**src/rtl/alu_seq.sv**
```systemverilog
// alu_seq: multi-cycle ALU feeding the accumulator; one-clock ops plus
// an iterative shift-add multiply over WIDTH clocks.
// Ports:
//   CLK, RESET         - clock, async active-high reset
//   a, b, op, start    - operands, op select, request (taken when idle)
//   result             - registered result, held until next completion
//   result_valid       - one-cycle completion pulse
//   busy               - high from acceptance until completion
//   carry, zero, negative, overflow - flags of the last completed op
module alu_seq #(
    parameter int WIDTH = 8
) (
    input  logic             CLK,
    input  logic             RESET,
    input  logic [WIDTH-1:0] a,
    input  logic [WIDTH-1:0] b,
    input  logic [2:0]       op,
    input  logic             start,
    output logic [WIDTH-1:0] result,
    output logic             result_valid,
    output logic             busy,
    output logic             carry,
    output logic             zero,
    output logic             negative,
    output logic             overflow
);

    localparam int CW = $clog2(WIDTH);
    localparam logic [CW-1:0] CNT_LAST = CW'(WIDTH - 1);
    localparam int M = WIDTH - 1;

    typedef enum logic [1:0] {
        IDLE,
        EXEC,
        MUL
    } state_t;

    state_t state, state_next;

    // opa is double width so it can serve as the shifting multiplicand
    logic [2*WIDTH-1:0] opa;
    logic [2*WIDTH-1:0] acc;
    logic [2*WIDTH-1:0] acc_sum;
    logic [WIDTH-1:0]   opb;
    logic [2:0]         op_q;
    logic [CW-1:0]      cnt;

    logic             accept;
    logic             last_mul;
    logic             complete;
    logic [WIDTH-1:0] x;
    logic [WIDTH:0]   wide;
    logic [WIDTH-1:0] alu_res;
    logic             alu_c;
    logic             alu_v;
    logic [WIDTH-1:0] done_res;
    logic             done_c;
    logic             done_v;

    assign accept   = (state == IDLE) && start;
    assign last_mul = (state == MUL) && (cnt == CNT_LAST);
    assign complete = (state == EXEC) || last_mul;
    assign busy     = (state != IDLE);
    assign x        = opa[WIDTH-1:0];
    assign acc_sum  = acc + (opb[0] ? opa : '0);

    always_ff @(posedge CLK or posedge RESET) begin
        if (RESET) begin
            state <= IDLE;
        end else begin
            state <= state_next;
        end
    end

    always_comb begin
        state_next = state;
        unique case (state)
            IDLE: begin
                if (start) begin
                    state_next = (op == 3'b111) ? MUL : EXEC;
                end
            end
            EXEC: state_next = IDLE;
            MUL: begin
                if (last_mul) begin
                    state_next = IDLE;
                end
            end
            default: state_next = IDLE;
        endcase
    end

    always_comb begin
        wide    = '0;
        alu_res = '0;
        alu_c   = 1'b0;
        alu_v   = 1'b0;
        unique case (op_q)
            3'b000: begin
                wide    = {1'b0, x} + {1'b0, opb};
                alu_res = wide[WIDTH-1:0];
                alu_c   = wide[WIDTH];
                alu_v   = (x[M] == opb[M]) && (alu_res[M] != x[M]);
            end
            3'b001: begin
                // top bit of the widened difference is the borrow
                wide    = {1'b0, x} - {1'b0, opb};
                alu_res = wide[WIDTH-1:0];
                alu_c   = wide[WIDTH];
                alu_v   = (x[M] != opb[M]) && (alu_res[M] != x[M]);
            end
            3'b010: alu_res = x & opb;
            3'b011: alu_res = x | opb;
            3'b100: alu_res = x ^ opb;
            3'b101: begin
                alu_res = {x[WIDTH-2:0], 1'b0};
                alu_c   = x[M];
            end
            3'b110: begin
                alu_res = {1'b0, x[WIDTH-1:1]};
                alu_c   = x[0];
            end
            default: alu_res = '0;
        endcase
    end

    always_comb begin
        done_res = alu_res;
        done_c   = alu_c;
        done_v   = alu_v;
        if (state == MUL) begin
            done_res = acc_sum[WIDTH-1:0];
            done_c   = |acc_sum[2*WIDTH-1:WIDTH];
            done_v   = 1'b0;
        end
    end

    always_ff @(posedge CLK or posedge RESET) begin
        if (RESET) begin
            opa          <= '0;
            opb          <= '0;
            op_q         <= '0;
            cnt          <= '0;
            acc          <= '0;
            result       <= '0;
            result_valid <= 1'b0;
            carry        <= 1'b0;
            zero         <= 1'b0;
            negative     <= 1'b0;
            overflow     <= 1'b0;
        end else begin
            result_valid <= complete;
            if (accept) begin
                opa  <= {{WIDTH{1'b0}}, a};
                opb  <= b;
                op_q <= op;
                cnt  <= '0;
                acc  <= '0;
            end else if (state == MUL) begin
                acc <= acc_sum;
                opa <= opa << 1;
                opb <= opb >> 1;
                cnt <= cnt + CW'(1);
            end
            if (complete) begin
                result   <= done_res;
                carry    <= done_c;
                overflow <= done_v;
                zero     <= (done_res == '0);
                negative <= done_res[M];
            end
        end
    end

endmodule
```
**config.mk**
```make
export PLATFORM = sky130hd
export DESIGN_NAME = alu_seq
export DESIGN_NICKNAME = d
export VERILOG_FILES = /design/src/rtl/alu_seq.sv
export SDC_FILE = /design/constraint.sdc
export NUM_CORES = 1
export LEC_CHECK = 0
export ABC_AREA = 1
export CORE_UTILIZATION = 45
export DETAILED_ROUTE_END_ITERATION = 10
export SYNTH_ARGS = -nofsm -noshare
export SYNTH_HDL_FRONTEND = slang
export SYNTH_SLANG_ARGS = --single-unit
```
**constraint.sdc**
```tcl
create_clock -name CLK -period 2.5 [get_ports CLK]
set_input_delay 0.5 -clock CLK [delete_from_list [all_inputs] [get_ports CLK]]
set_output_delay 0.5 -clock CLK [all_outputs]
set_load 0.02 [all_outputs]
```
==> results.md <==
* Status: finished, final reports clean
* Critical path class: reg -> reg
* Fin. Hold Viols at 0
* Core area at 0.0104 sq mm
* Largest net degree at the start of global routing at 25
* Area of placed instances at 0.00544 sq mm
* CTS Buf Count at 9
* Post-place setup slack at 0.0869 ns
* Initial drt markers at 333
* DRC violations left at 0
* Layout Cells excl Fill at 903
* Final ANT Viol Nets at 0
* CTS tree: done
* Finished Cell Area at 0.00576 sq mm
* Worst relative slew slack at 0.652
* Post-Synthesis Cells at 703
* Die height at 105 microns
* Share of cells above drive strength 1 at 0.115
* Initial Utilization at 0.464
* Cell Area, Synth at 0.00481 sq mm
* Leading cell types in the layout, fill and taps excluded: 196 x nand2_1, 103 x inv_1, 58 x dfrtp_1
* Via count at 4780
* Critical Path Source Type: flop
* Nets at 828
* Cells after DPL at 880
* Die X at 105 microns
* Root buffer cell: clkbuf_8
* Slew @ Worst Pin at 0.522 ns
* Syn_nets at 769
* Syn-to-layout area delta at 19.6%
* Fin crit period at 2.36 ns
* Crit path DAT at 2.60 ns
* CP delay by family, top: adder cells
* Worst setup margin at 0.144 ns
* Sequential-to-total area share from yosys stat at 0.312
* Final setup viols at 0
* Max-slew violations at 0
* Die ar. at 0.0111 sq mm
* GPL Wtd Cong at 0.960
* #FFs+latches synth at 60
* Overall Global Routing Usage at 0.263
* Kind of end point of the critical path: flop
* Util after Layout at 0.555
* Commonest non-fill, non-tap cell in the layout: nand2_1
* CP required at 2.74 ns
* Cell taking the most area after synthesis: dfrtp_1
* Row Count at 37
* WP buf/inv at 1
* First-pass GRT wire length at 22.7 mm
* Final period util at 0.942
* Clock latency on the worst-skew pair at 0.36 ns
* Power per cell area at 926 mW/mm^2
* Worst-path clk slew at 0.08 ns
* # IOs at 36
* WHS at 0.481 ns
* DR pass1 iterations at 5
* Vias in the first global route at 4359
* H-Tree Depth at 3
* Ant diodes at 0
* Area contributors post-synth: dfrtp_1 31%, nand2_1 16%, ha_1 11%
* Leak Pwr at 3.05 nW
* Yosys cell types at 37
* WL per Instance at 15.4 microns
* Max Fclk at 424 MHz
* Total gr overflow at 0
* Mean post-synth cell area at 6.85 sq um
* Critical-path top delay cell: dfrtp_1
* Post-synth top area share at 0.312
* Via-per-instance ratio at 5.29
* Routed Wire Length at 13.9 mm
* Initial antenna violation count at 0
* Slowest stage delay, CP at 0.39 ns
* Clk_skew at 0.0155 ns
* Syn. warnings at 0
* Most common cell on crit path: nand2_1
* # clock sinks at 60
* VDD IR max at 0.372 mV
* Hold Crit Class: in -> async
* Worst-path cell chain: ha_2, ha_2, fa_2, nand3_1, nand3b_1, buf_4, nand2_1, nand2_1, xor2_1, nand3_1, nor2_1, nand2_1, nand2_1, a21oi_1
* Detailed placer's ending HPWL at 10.9 mm
* Port Buffer Count at 35
* Max Cap Viol at 0
* CTS Buffer Depth at 2
* CP Max Fanout at 3
-- logic make-up (layout without fill, tap and decap cells) --
logic type | count (synthesis) | count (layout) | share of synthesized area
flip-flops | 60 | 60 | 0.312
buffers and inverters | 135 | 199 | 0.114
XOR/XNOR | 6 | 6 | 0.0109
adder cells (fa/ha/maj) | 44 | 44 | 0.119
AO/OA/AOI/OAI | 107 | 107 | 0.129
AND/OR/NAND/NOR | 351 | 351 | 0.315
-- state kept, by name, indices dropped and copies added (netlist names) --
| register | cells |
|---|---|
| result | 8 |
| result_valid | 1 |
| cnt | 3 |
| zero | 1 |
| op_q | 3 |
| state | 2 |
| overflow | 1 |
| carry | 1 |
| opb | 8 |
| acc | 16 |
| opa | 16 |
-- cell usage after synthesis (all sizes together) --
cell and number:
a21boi 1, a21oi 25, a22o 3, a22oi 7, a31oi 3, and2 2, buf 17, clkbuf 6
dfrtp 60, fa 3, ha 41, inv 112, nand2 201, nand3 58, nand3b 6, nand4 18
nor2 58, nor3 6, nor3b 1, o21ai 46, o21bai 2, o221ai 7, o22ai 13, or2 1
xnor2 1, xor2 5
-- timing repair --
item / in CTS / in global routing
resized for setup: 0 / 18
setup buffers: 0 / 7
endpoints found under the setup margin: 0 / 6
hold buffers: 0 / 0
-- area by class of cell --
cell class	instances	area [sq um]
clock buffer	9	124
timing repair buffer	71	633
sequential	60	1500
clock inverter	7	81.3
fill	1035	4610
tap	136	170
inverter	112	420
multi-input combinational	508	2830
-- through the flow --
stage	power (mW)	setup TNS (ns)
finish	5.33	0
global route	5.75	-0.0146
CTS	5.27	0
detailed placement	4.31	0
global placement	4.28	0
floorplan	3.30	0
-- layer usage --
| metal | GRT usage | wire length (microns) |
|---|---|---|
| met5 | 0 | 0 |
| met4 | 0.0724 | 141 |
| met3 | 0.0421 | 859 |
| met2 | 0.375 | 5920 |
| met1 | 0.404 | 7020 |
-- where the power goes --
group	total (mW)	switching, mW	leakage (nW)	internal [mW]
sequential	1.42	0.226	0.781	1.20
combinational	2.96	1.85	2.16	1.12
clock	0.947	0.472	0.101	0.476
total	5.33	2.54	3.05	2.79
-- path summary, 6_finish.rpt --
path,startpoint,cells past startpoint,end,slack (ns)
max in group asynchronous,RESET,3,opa[8],1.42
worst min-delay path,RESET,2,cnt[1],0.48
min in group CLK,overflow,2,overflow,0.49
worst max register to register,opa[0],14,carry,0.14
worst max-delay path,opa[0],14,carry,0.14
worst min register to register,overflow,2,overflow,0.49
(Power assumes the default switching activity.)
